### config.mk
export PLATFORM = sky130hd
export DESIGN_NAME = mp_addsub_seq
export DESIGN_NICKNAME = d
export VERILOG_FILES = /design/src/rtl/cla_pkg.sv /design/src/rtl/CLA_64bits.sv /design/src/rtl/mp_addsub_seq.sv
export SDC_FILE = /design/constraint.sdc
export NUM_CORES = 1
export LEC_CHECK = 0
export BUFFER_PORTS_ARGS = -buffer_cell sky130_fd_sc_hd__buf_2
export CORE_MARGIN = 3
export CORE_UTILIZATION = 55
export DETAILED_ROUTE_END_ITERATION = 16
export PLACE_DENSITY = 0.86
export SETUP_SLACK_MARGIN = 0.5
export SLEW_MARGIN = 20
export SYNTH_ARGS = -nofsm -noshare
export SYNTH_HDL_FRONTEND = slang
export SYNTH_SLANG_ARGS = --single-unit
### constraint.sdc
create_clock -name clk -period 10.81 [get_ports clk]
set_input_delay 0.5405 -clock clk [delete_from_list [all_inputs] [get_ports clk]]
set_output_delay 0.5405 -clock clk [all_outputs]
set_load 0.1 [all_outputs]
### src/rtl/cla_pkg.sv
// Shared definitions for the 64-bit CLA datapath and the multi-precision sequencer.
package cla_pkg;
  localparam int LIMB_W = 64;

  localparam logic OP_ADD = 1'b0;
  localparam logic OP_SUB = 1'b1;

  typedef enum logic {S_IDLE, S_RUN} state_t;

  // Two's-complement overflow: like-signed operands producing a differently-signed sum.
  function automatic logic limb_ovf(input logic a_msb, input logic b_msb, input logic s_msb);
    return (a_msb == b_msb) && (s_msb != a_msb);
  endfunction
endpackage

### src/rtl/CLA_64bits.sv
// 64-bit carry-lookahead adder built from 4-bit lookahead blocks; exports group P/G for limb chaining.
module CLA_64bits
  import cla_pkg::*;
(
  input  logic [LIMB_W-1:0] a,
  input  logic [LIMB_W-1:0] b,
  input  logic              cin,
  output logic [LIMB_W-1:0] s,
  output logic              p,
  output logic              g
);
  localparam int NGRP = LIMB_W / 4;

  logic [LIMB_W-1:0] gen, prop, c;
  logic [NGRP-1:0]   gg, pp;
  logic              cr, cb, gacc;

  always_comb begin
    gen  = a & b;
    prop = a ^ b;
    gg   = '0;
    pp   = '0;
    c    = '0;
    cr   = cin;
    cb   = 1'b0;
    gacc = 1'b0;
    for (int k = 0; k < NGRP; k++) begin
      gg[k] = gen[4*k+3] | (prop[4*k+3] & (gen[4*k+2] | (prop[4*k+2] &
              (gen[4*k+1] | (prop[4*k+1] & gen[4*k])))));
      pp[k] = &prop[4*k +: 4];
    end
    // Block carries come from group lookahead; bit carries are resolved inside each block.
    for (int k = 0; k < NGRP; k++) begin
      cb = cr;
      for (int j = 0; j < 4; j++) begin
        c[4*k+j] = cb;
        cb = gen[4*k+j] | (prop[4*k+j] & cb);
      end
      cr   = gg[k] | (pp[k] & cr);
      gacc = gg[k] | (pp[k] & gacc);
    end
    s = prop ^ c;
    p = &pp;
    g = gacc;
  end
endmodule

### src/rtl/mp_addsub_seq.sv
// Multi-precision add/subtract sequencer: one CLA operation per 64-bit limb, LS limb first,
// carry chained between limbs, result limbs streamed out with valid/ready.
module mp_addsub_seq
  import cla_pkg::*;
#(
  parameter int NWORDS = 4
) (
  input  logic              clk,
  input  logic              rst,
  input  logic              in_valid,
  output logic              in_ready,
  input  logic              in_op,
  input  logic [LIMB_W-1:0] in_a,
  input  logic [LIMB_W-1:0] in_b,
  output logic              out_valid,
  input  logic              out_ready,
  output logic [LIMB_W-1:0] out_word,
  output logic              out_last,
  output logic              out_cout,
  output logic              out_zero,
  output logic              out_ovf,
  output logic              busy
);
  localparam int IDX_W = $clog2(NWORDS);

  state_t            state;
  logic [IDX_W-1:0]  idx;
  logic              carry_r, op_r, zacc_r;

  logic              accept, op, cin, last, cout, zacc_nxt, ovf, grp_p, grp_g;
  logic [LIMB_W-1:0] bx, sum;

  assign in_ready = !out_valid || out_ready;
  assign accept   = in_valid && in_ready;
  assign busy     = (idx != '0);

  // Limb 0 takes its opcode and carry-in straight from the input; later limbs use the latched ones.
  assign op   = (state == S_IDLE) ? in_op : op_r;
  assign cin  = (state == S_IDLE) ? in_op : carry_r;
  assign bx   = in_b ^ {LIMB_W{op}};
  assign last = (idx == IDX_W'(NWORDS - 1));

  CLA_64bits u_cla (
    .a   (in_a),
    .b   (bx),
    .cin (cin),
    .s   (sum),
    .p   (grp_p),
    .g   (grp_g)
  );

  assign cout     = grp_g | (grp_p & cin);
  assign zacc_nxt = ((state == S_IDLE) ? 1'b1 : zacc_r) & (sum == '0);
  assign ovf      = limb_ovf(in_a[LIMB_W-1], bx[LIMB_W-1], sum[LIMB_W-1]);

  always_ff @(posedge clk) begin
    if (rst) begin
      state     <= S_IDLE;
      idx       <= '0;
      carry_r   <= 1'b0;
      op_r      <= OP_ADD;
      zacc_r    <= 1'b0;
      out_valid <= 1'b0;
      out_word  <= '0;
      out_last  <= 1'b0;
      out_cout  <= 1'b0;
      out_zero  <= 1'b0;
      out_ovf   <= 1'b0;
    end else if (accept) begin
      out_valid <= 1'b1;
      out_word  <= sum;
      out_last  <= last;
      out_cout  <= last & cout;
      out_zero  <= last & zacc_nxt;
      out_ovf   <= last & ovf;
      carry_r   <= cout;
      zacc_r    <= zacc_nxt;
      if (state == S_IDLE) op_r <= in_op;
      if (last) begin
        idx   <= '0;
        state <= S_IDLE;
      end else begin
        idx   <= idx + 1'b1;
        state <= S_RUN;
      end
    end else if (out_ready) begin
      out_valid <= 1'b0;
    end
  end
endmodule

==> results of run 1 <==
## layout make-up
type | count | area share, %
Tap cell | 140 | 2.26
Clock buffer | 11 | 3.26
Sequential cell | 75 | 19.4
Timing Repair Buffer | 206 | 13.4
Multi-Input combinational cell | 511 | 55.7
Clock inverter | 5 | 1.06
Inverter | 102 | 4.94
## power by group
group          total (W)  internal [W]  switching, W
combinational   0.000777      0.000237      0.000541
clock           0.000340      0.000216      0.000124
sequential      0.000331      0.000312     0.0000188
## cell families after synthesis
family	count (synthesis)	synth area share [%]
AO/OA/AOI/OAI	145	15.5
XOR/XNOR	81	11.3
adder cells (fa/ha/maj)	114	28.3
buffers and inverters	132	7.92
flip-flops	75	23.8
multiplexers	2	0.337
AND/OR/NAND/NOR	169	12.8
## stage by stage
stage          setup slack [ns]  instance area, µm²  instances  hold WS (ns)  utilization [%]
2_1_floorplan              4.92                6300        718         0.453                -
3_3_place_gp               4.04                7420       1034         0.441             67.2
3_5_place_dp               3.71                7420       1034         0.445             67.2
4_1_cts                    3.83                7750       1050         0.444             70.3
5_1_grt                    3.44                7750       1050         0.462             70.3
6_report                   3.83                7750       1050         0.453             70.3
## worst max-delay path, delay by kind of cell, from the launching register on
family	cells	cell delay (ns)
buf+inv	1	0.70
mux	1	0.85
fa+ha+maj	4	1.74
xor+xnor	1	0.19
simple gates	5	0.75
flops	1	0.44
compound gates	8	2.19
## worst min path at each step
stage	end	slack [ns]	cells after the start
floorplan	idx[1]	0.45	2
global placement	out_word[35]	0.44	2
detailed placement	out_word[39]	0.44	2
CTS	out_valid	0.44	3
global route	out_valid	0.46	3
finish	out_word[7]	0.45	2
## routing by layer
layer / track usage [%] / vias to the layer above
met5: 0 / -
met4: 9.21 / 0
met3: 4.92 / 31
met2: 47.4 / 215
met1: 33.8 / 2645
li1: - / 2796
## cell usage after synthesis, drive strengths merged
master	count	area share [%]
a2111oi	1	0.14
a211o	1	0.14
a211oi	49	5.8
a21o	27	3.2
a21oi	44	3.6
a221o	1	0.16
a221oi	2	0.38
a22oi	1	0.12
a31oi	1	0.20
and2	5	0.54
and4	6	0.83
buf	6	0.42
clkbuf	24	1.4
dfxtp	75	24
fa	48	15
ha	66	13
inv	102	6.1
mux2	1	0.18
mux2i	1	0.16
nand2	47	2.8
nand2b	4	0.40
nand3	2	0.16
nand3b	2	0.24
nand4	23	2.3
nand4b	3	0.42
nor2	64	3.9
nor2b	2	0.20
nor3	3	0.24
nor4	7	0.69
o21a	4	0.48
o21ai	11	0.87
o21bai	1	0.12
o311a	1	0.16
o31a	1	0.14
or4	1	0.18
xnor2	81	11
==> results.sh, run 1 <==
export IMPL_rrSetupSlack_ns=3.83
export IMPL_fp_dieW_um=113
export IMPL_fin_crit_ns=6.98
export IMPL_tns_ns=0
export IMPL_fillerInstances=881
export IMPL_synth_seq_area_share_pct=23.8
export IMPL_post_cts_buffers=0
export IMPL_syn_cell_area_mm2=0.00630
export IMPL_clock_skew_ns=0.00519
export IMPL_worstMarginPinSlew_ns=0.975
export IMPL_final_cell_mix="203 x buf_2, 102 x inv_1, 81 x xnor2_1"
export IMPL_drv_cap=0
export IMPL_ios=204
export IMPL_routed_top_layer="met4"
export IMPL_dr_pass1_iters=5
export IMPL_clock_latency_ns=0.34
export IMPL_avgSynthCellArea_um2=8.78
export IMPL_wl_met2_mm=8.47
export IMPL_syn_nets=965
export IMPL_viasPerCell=5.42
export IMPL_clockBufferDepth=2
export IMPL_regToRegEndpoint="out_zero"
export IMPL_ant_nets=0
export IMPL_place_gp_congestion=0.852
export IMPL_min_path_type="register to register"
export IMPL_reg_top3="out_word (64), idx (2)"
export IMPL_rows=38
export IMPL_status="finished, final reports clean"
export IMPL_cp_required_ns=11.09
export IMPL_ys_warn_count=0
export IMPL_peakVddDrop_mv=0.122
export IMPL_wl_per_cell_um=16.3
export IMPL_gr_total_overflow=0
export IMPL_die_y_um=113
export IMPL_synthToLayoutAreaGrowth_pct=23.0
export IMPL_finalPower_w=0.00145
export IMPL_cts_hold_buffers=0
export IMPL_grt_max_degree=121
export IMPL_finalNetCount=1152
export IMPL_critPathLaunchType="register"
export IMPL_grt_usage_pct=27.2
export IMPL_synth_distinct_cells=42
export IMPL_cts_buffers=9
export IMPL_crit_path_max_incr_delay_ns=0.85
export IMPL_largest_register_ffs=64
export IMPL_crit_top_cell="fa_1"
export IMPL_coreArea_mm2=0.0110
export IMPL_p_leak_nw=3.90
export IMPL_ff_latch_area_mm2=0.00150
export IMPL_fin_crit_sh_pct=64.6
export IMPL_finalHoldViolCount=0
export IMPL_cp_cell_sequence="mux2i_4 > buf_4 > xnor2_1 > ha_1 > a21oi_1 > o21ai_0 > o21ai_0 > a21oi_2 > nor2_1 > o21a_1 > o311a_1 > fa_1 > fa_1 > fa_1 > nand4_1 > nor4_1 > nand4_1 > a2111oi_0 > a22oi_1 > nor2_1"
export IMPL_cts_root_buf="clkbuf_16"
export IMPL_ys_ff_latch=75
export IMPL_drc=0
export IMPL_critPathMaxFanout=45
export IMPL_setup_violations=0
export IMPL_diodes=0
export IMPL_first_global_vias=5772
export IMPL_dp_hpwl_mm=14.0
export IMPL_ff2ff_path_depth=20
export IMPL_met1_length_mm=6.84
export IMPL_final_common_cell="buf_2"
export IMPL_dr_wl_met3_mm=1.35
export IMPL_slowest_stage="mux2i_4"
export IMPL_multi_input_area_mm2=0.00432
export IMPL_regToRegStartpoint="state"
export IMPL_antenna_found_initial=0
export IMPL_rsz0062_at_grt="false"
export IMPL_start_util_pct=57.1
export IMPL_drive_gt1_share_pct=25.4
export IMPL_grt_pass1_wl_mm=27.7
export IMPL_num_vias=5687
export IMPL_totalWireLength_mm=17.1
export IMPL_crit_type="register to register"
export IMPL_cts_tree="done"
export IMPL_slew_viol_final=0
export IMPL_crit_start="state"
export IMPL_htreeDepth=3
export IMPL_fmax_ghz=0.143
export IMPL_drt_initial_drc_count=380
export IMPL_min_from="out_word[7]"
export IMPL_dieArea_mm2=0.0128
export IMPL_endpoint_kind="register"
export IMPL_clkSinkCount=75
export IMPL_endpoint="out_zero"
export IMPL_cts_clk_slew_worst_paths_ns=0.06
export IMPL_syn_inst=718
export IMPL_ctsResizeCount=0
export IMPL_relSlewSlack_pct=33.6
export IMPL_port_buffers=203
export IMPL_regMostFlops="out_word"
export IMPL_power_density_mw_per_mm2=187
export IMPL_arrival_ns=7.26
Note: power is estimated with default switching activity, not from simulation.
==> inputs of run 2 (changes only) <==
--- a/config.mk
+++ b/config.mk
@@ -7,9 +7,9 @@
 export LEC_CHECK = 0
 export BUFFER_PORTS_ARGS = -buffer_cell sky130_fd_sc_hd__buf_2
 export CORE_MARGIN = 3
-export CORE_UTILIZATION = 55
+export CORE_UTILIZATION = 47
 export DETAILED_ROUTE_END_ITERATION = 16
-export PLACE_DENSITY = 0.86
+export PLACE_DENSITY = 0.78
 export SETUP_SLACK_MARGIN = 0.5
 export SLEW_MARGIN = 20
 export SYNTH_ARGS = -nofsm -noshare
==> constraint.sdc (replaced) <==
create_clock -name clk -period 6.39 [get_ports clk]
set_input_delay 0.3195 -clock clk [delete_from_list [all_inputs] [get_ports clk]]
set_output_delay 0.3195 -clock clk [all_outputs]
set_load 0.1 [all_outputs]
==> results.sh, run 2 (same netlist as run 1, synthesis figures left out) <==
export IMPL_finalHoldViolCount=0
export IMPL_swShare_pct=47.6
export IMPL_clkSinkCount=75
export IMPL_num_vias=5691
export IMPL_diodes=0
export IMPL_arrival_ns=5.81
export IMPL_clockBufferDepth=2
export IMPL_clock_skew_ns=0.00821
export IMPL_cp_required_ns=6.66
export IMPL_regMostFlops="out_word"
export IMPL_fp_dieW_um=122
export IMPL_rrSetupSlack_ns=0.85
export IMPL_grt_busiest_layer="met2"
export IMPL_first_global_vias=5806
export IMPL_fmax_ghz=0.180
export IMPL_reg_top3="out_word (64), idx (2)"
export IMPL_fin_crit_sh_pct=86.8
export IMPL_dpl_cell_count=1067
export IMPL_critical_path_top_delay_family="adder cells"
export IMPL_dr_pass1_iters=5
export IMPL_p_switching_w=0.00118
export IMPL_setup_violations=0
export IMPL_cts_tree="done"
export IMPL_finalNetCount=1159
export IMPL_slew_viol_final=0
export IMPL_place_ws_ns=0.459
export IMPL_fin_crit_ns=5.54
export IMPL_hold_depth=3
export IMPL_largest_register_ffs=64
export IMPL_ff2ff_path_depth=21
export IMPL_dieArea_mm2=0.0148
export IMPL_die_y_um=122
export IMPL_slowest_stage="fa_1"
export IMPL_grt_util_met1_pct=30.9
export IMPL_totalWireLength_mm=17.9
export IMPL_crit_type="register to register"
export IMPL_synthToLayoutAreaGrowth_pct=25.8
export IMPL_start_util_pct=49.0
export IMPL_drc=0
export IMPL_place_gp_congestion=0.885
export IMPL_grt_max_degree=89
export IMPL_htreeDepth=3
export IMPL_crit_start="state"
export IMPL_min_from="in_valid"
export IMPL_power_internal_w=0.00130
export IMPL_worstMarginPinSlew_ns=0.873
export IMPL_port_buffers=203
export IMPL_final_common_cell="buf_2"
export IMPL_drt_initial_drc_count=338
export IMPL_drive_gt1_share_pct=26.4
export IMPL_grtUsageMet3_pct=4.87
export IMPL_wl_per_cell_um=16.5
export IMPL_critPathLaunchType="register"
export IMPL_whs_ns=0.228
export IMPL_crit_buf_inv=1
export IMPL_ant_nets=0
export IMPL_cts_clk_slew_worst_paths_ns=0.07
export IMPL_crit_path_max_incr_delay_ns=0.45
export IMPL_endpoint_kind="register"
export IMPL_coreArea_mm2=0.0129
export IMPL_drv_cap=0
export IMPL_p_leak_nw=3.95
export IMPL_critPathMaxFanout=10
export IMPL_clock_latency_ns=0.34
export IMPL_ios=204
export IMPL_min_to="out_valid"
export IMPL_cts_buffers=9
export IMPL_final_cells=1089
export IMPL_power_frac_clock_pct=23.0
export IMPL_regToRegEndpoint="zacc_r"
export IMPL_viasPerCell=5.23
export IMPL_dp_hpwl_mm=14.3
export IMPL_cts_root_buf="clkbuf_16"
export IMPL_crit_top_cell="fa_1"
export IMPL_grt_util_met2_pct=42.2
export IMPL_peakVddDrop_mv=0.137
export IMPL_tns_ns=0
export IMPL_cts_hold_buffers=0
export IMPL_seq_power_share_pct=22.6
export IMPL_grt_usage_pct=24.4
export IMPL_final_cell_mix="203 x buf_2, 102 x inv_1, 81 x xnor2_1"
export IMPL_relSlewSlack_pct=41.7
export IMPL_antenna_found_initial=0
export IMPL_rsz0062_at_grt="false"
export IMPL_regToRegStartpoint="state"
export IMPL_min_path_type="input pin to register"
export IMPL_grt_pass1_wl_mm=28.5
export IMPL_cp_cell_sequence="mux2i_4 > buf_12 > xnor2_1 > ha_1 > and2_1 > nand4_1 > a21oi_2 > o21ai_1 > a21oi_2 > nor2_1 > o21a_1 > o311a_1 > fa_1 > fa_1 > fa_1 > xnor2_1 > nor4_1 > nand3_1 > a2111oi_4 > a21oi_1 > nor2_1"
export IMPL_status="finished, final reports clean"
export IMPL_rows=41
export IMPL_setup_ws_ns=0.846
export IMPL_gr_total_overflow=0
export IMPL_comb_power_share_pct=54.3
export IMPL_power_density_mw_per_mm2=312
[run 2: worst max path at each step]
stage | to | slack (ns) | cells after the start
5_1_grt | out_zero | 0.50 | 21
2_1_floorplan | out_zero | 0.61 | 22
4_1_cts | out_zero | 0.52 | 21
6_report | zacc_r | 0.85 | 21
3_3_place_gp | out_zero | 0.56 | 21
3_5_place_dp | out_zero | 0.46 | 21
[run 2: metrics by stage]
stage / total power (W) / area (µm²) / utilization (%)
6_report: 0.00248 / 7930 / 61.6
5_1_grt: 0.00263 / 7930 / 61.6
4_1_cts: 0.00247 / 7810 / 60.6
3_5_place_dp: 0.00189 / 7480 / 58.1
3_3_place_gp: 0.00187 / 7480 / 58.1
2_1_floorplan: 0.00157 / 6300 / -
[run 2: area by class of cell]
| cell class | count | area [µm²] |
|---|---|---|
| Clock buffer | 11 | 243 |
| Multi-Input combinational cell | 511 | 4350 |
| Sequential cell | 75 | 1510 |
| Clock inverter | 5 | 85.1 |
| Fill cell | 1169 | 4940 |
| Timing Repair Buffer | 213 | 1150 |
| Tap cell | 172 | 215 |
| Inverter | 102 | 383 |
[run 2: repair_timing]
action	CTS	global route
setup buffers	0	4
gates cloned	0	2
resized for setup	2	10
pin swaps	0	3
setup endpoints to repair	2	2
[run 2: worst min-delay path, cell delays in order]
cell and delay, ns:
buf_2 0.11, inv_1 0.04, a21oi_1 0.05
[run 2: power by group through the flow]
stage	clock network [W]	logic (W)	registers (W)
floorplan	0	0.000597	0.000975
global placement	0	0.00131	0.000569
detailed placement	0	0.00132	0.000571
CTS	0.000577	0.00133	0.000561
global route	0.000594	0.00147	0.000568
finish	0.000571	0.00135	0.000561
[run 2: metal layers]
layer	up-vias	share of wire [%]
met1	2660	41
li1	2801	-
met2	196	49
met4	0	2.3
met3	34	7.4
met5	-	0
==> inputs of run 3 (changes only) <==
--- a/config.mk
+++ b/config.mk
@@ -6,10 +6,12 @@
 export NUM_CORES = 1
 export LEC_CHECK = 0
 export BUFFER_PORTS_ARGS = -buffer_cell sky130_fd_sc_hd__buf_2
+export CELL_PAD_IN_SITES_DETAIL_PLACEMENT = 1
+export CELL_PAD_IN_SITES_GLOBAL_PLACEMENT = 1
 export CORE_MARGIN = 3
-export CORE_UTILIZATION = 47
+export CORE_UTILIZATION = 34
 export DETAILED_ROUTE_END_ITERATION = 16
-export PLACE_DENSITY = 0.78
+export PLACE_DENSITY_LB_ADDON = 0.1
 export SETUP_SLACK_MARGIN = 0.5
 export SLEW_MARGIN = 20
 export SYNTH_ARGS = -nofsm -noshare
==> results.sh, run 3 (same netlist as run 1, synthesis figures left out) <==
export IMPL_finalHoldViolCount=0
export IMPL_clock_latency_ns=0.34
export IMPL_hold_depth=3
export IMPL_peakVddDrop_mv=0.119
export IMPL_coreArea_mm2=0.0181
export IMPL_viasPerCell=4.98
export IMPL_cts_root_buf="clkbuf_16"
export IMPL_fmax_ghz=0.175
export IMPL_power_frac_clock_pct=21.3
export IMPL_ant_nets=0
export IMPL_drt_initial_drc_count=189
export IMPL_power_internal_w=0.00127
export IMPL_totalWireLength_mm=21.5
export IMPL_drive_gt1_share_pct=26.9
export IMPL_die_y_um=142
export IMPL_first_global_vias=6499
export IMPL_regToRegStartpoint="state"
export IMPL_worstMarginPinSlew_ns=0.861
export IMPL_p_switching_w=0.00121
export IMPL_rrSetupSlack_ns=0.68
export IMPL_critical_path_top_delay_family="adder cells"
export IMPL_arrival_ns=5.98
export IMPL_cts_tree="done"
export IMPL_crit_buf_inv=3
export IMPL_relSlewSlack_pct=42.5
export IMPL_dr_pass1_iters=4
export IMPL_finalNetCount=1160
export IMPL_synthToLayoutAreaGrowth_pct=27.4
export IMPL_drv_cap=0
export IMPL_min_from="in_valid"
export IMPL_ios=204
export IMPL_cts_clk_slew_worst_paths_ns=0.06
export IMPL_fin_crit_ns=5.71
export IMPL_fp_dieW_um=142
export IMPL_cts_hold_buffers=0
export IMPL_port_buffers=203
export IMPL_crit_type="register to register"
export IMPL_grt_pass1_wl_mm=33.4
export IMPL_status="finished, final reports clean"
export IMPL_seq_power_share_pct=22.7
export IMPL_htreeDepth=3
export IMPL_tns_ns=0
export IMPL_grt_max_degree=83
export IMPL_comb_power_share_pct=56.1
export IMPL_drc=0
export IMPL_postPlaceCellArea_mm2=0.00755
export IMPL_critPathMaxFanout=12
export IMPL_dieArea_mm2=0.0202
export IMPL_final_area_mm2=0.00803
export IMPL_rsz0062_at_grt="false"
export IMPL_crit_start="state"
export IMPL_num_vias=5725
export IMPL_start_util_pct=34.9
export IMPL_antenna_found_initial=4
export IMPL_crit_path_max_incr_delay_ns=0.59
export IMPL_slowest_stage="fa_1"
export IMPL_slew_viol_final=0
export IMPL_fin_crit_sh_pct=89.3
export IMPL_place_gp_congestion=0.863
export IMPL_gr_total_overflow=0
export IMPL_clkSinkCount=75
export IMPL_cp_cell_sequence="mux2i_4 > buf_12 > clkbuf_16 > buf_4 > xnor2_1 > ha_1 > a21o_1 > a21o_1 > a21oi_1 > o21a_1 > o21ai_0 > a21o_1 > or4_4 > nand2_1 > fa_1 > fa_1 > fa_1 > nand4_1 > nor4_2 > nand4_1 > a2111oi_4 > a22oi_1 > nor2_1"
export IMPL_swShare_pct=48.9
export IMPL_min_to="out_valid"
export IMPL_critPathLaunchType="register"
export IMPL_grt_usage_pct=21.0
export IMPL_cp_required_ns=6.66
export IMPL_min_path_type="input pin to register"
export IMPL_cts_buffers=9
export IMPL_clock_skew_ns=0.00830
export IMPL_final_cell_mix="203 x buf_2, 102 x inv_1, 81 x xnor2_1"
export IMPL_power_density_mw_per_mm2=309
export IMPL_finalPower_w=0.00248
export IMPL_rows=49
export IMPL_p_leak_nw=3.95
export IMPL_ff2ff_path_depth=23
export IMPL_final_common_cell="buf_2"
export IMPL_dp_hpwl_mm=17.8
export IMPL_regMostFlops="out_word"
export IMPL_largest_register_ffs=64
export IMPL_regToRegEndpoint="out_zero"
export IMPL_endpoint_kind="register"
export IMPL_wl_per_cell_um=18.7
export IMPL_setup_violations=0
export IMPL_reg_top3="out_word (64), idx (2)"
export IMPL_clockBufferDepth=2
[run 3: cell types whose count changed in the layout (fill, tap and decap cells not counted), sizes merged]
cell / previous run / this run
bufinv: 2 / 1
diode: 0 / 2
clkinv: 1 / 2
buf: 211 / 212
[run 3: worst max path at each step]
stage                          end  slack, ns  cells after the start
after CTS                 out_zero       0.57                     21
final                     out_zero       0.68                     23
after floorplan           out_zero       0.61                     22
after global placement    out_zero       0.49                     21
after detailed placement  out_zero       0.23                     20
after global routing      out_zero       0.42                     23
[run 3: power by group through the flow]
| stage | Sequential [W] | Combinational (W) | Clock [W] |
|---|---|---|---|
| 2_1_floorplan | 0.000975 | 0.000597 | 0 |
| 3_3_place_gp | 0.000571 | 0.00134 | 0 |
| 3_5_place_dp | 0.000573 | 0.00138 | 0 |
| 4_1_cts | 0.000563 | 0.00139 | 0.000539 |
| 5_1_grt | 0.000570 | 0.00151 | 0.000558 |
| 6_report | 0.000562 | 0.00139 | 0.000528 |
[run 3: layer usage]
metal / vias to the layer above / GRT usage (%) / share of wire, %
met1: 2758 / 25.5 / 42
met4: 4 / 4.95 / 1.6
met2: 144 / 38.1 / 51
met5: - / 0 / 0.11
met3: 23 / 4.03 / 5.1
li1: 2796 / - / -
[run 3: timing repair]
item / CTS / global route
resized for setup: 5 / 10
pin swaps: 0 / 2
buffers inserted: 0 / 3
cloned: 1 / 2
setup endpoints to repair: 2 / 2
hold endpoints to repair: 0 / 0
[run 3: metrics by stage]
step | std cells | utilization (%) | setup slack, ns | hold WS (ns)
after CTS | 1142 | 43.7 | 0.569 | 0.241
after global routing | 1149 | 44.4 | 0.425 | 0.244
after detailed placement | 1125 | 41.8 | 0.231 | 0.447
final | 1149 | 44.4 | 0.684 | 0.247
after global placement | 1125 | 41.8 | 0.487 | 0.446
after floorplan | 718 | - | 0.612 | 0.449
[run 3: area by class of cell]
type,count,area (µm²)
antenna,2,5.00
clock buffer,11,243
clock inverter,5,60.1
fill,2172,10100
inverter,102,383
multi-input combinational,511,4370
sequential,75,1500
tap,229,287
timing repair buffer,214,1180
[run 3: worst reg2reg max path: cells and delay by family, from the launching register on]
| kind | cells | cell delay (ns) |
|---|---|---|
| buffers and inverters | 3 | 0.54 |
| flip-flops | 1 | 0.41 |
| adder cells (fa/ha/maj) | 4 | 1.76 |
| XOR/XNOR | 1 | 0.11 |
| multiplexers | 1 | 0.27 |
| AND/OR/NAND/NOR | 6 | 1.09 |
| AO/OA/AOI/OAI | 8 | 1.49 |
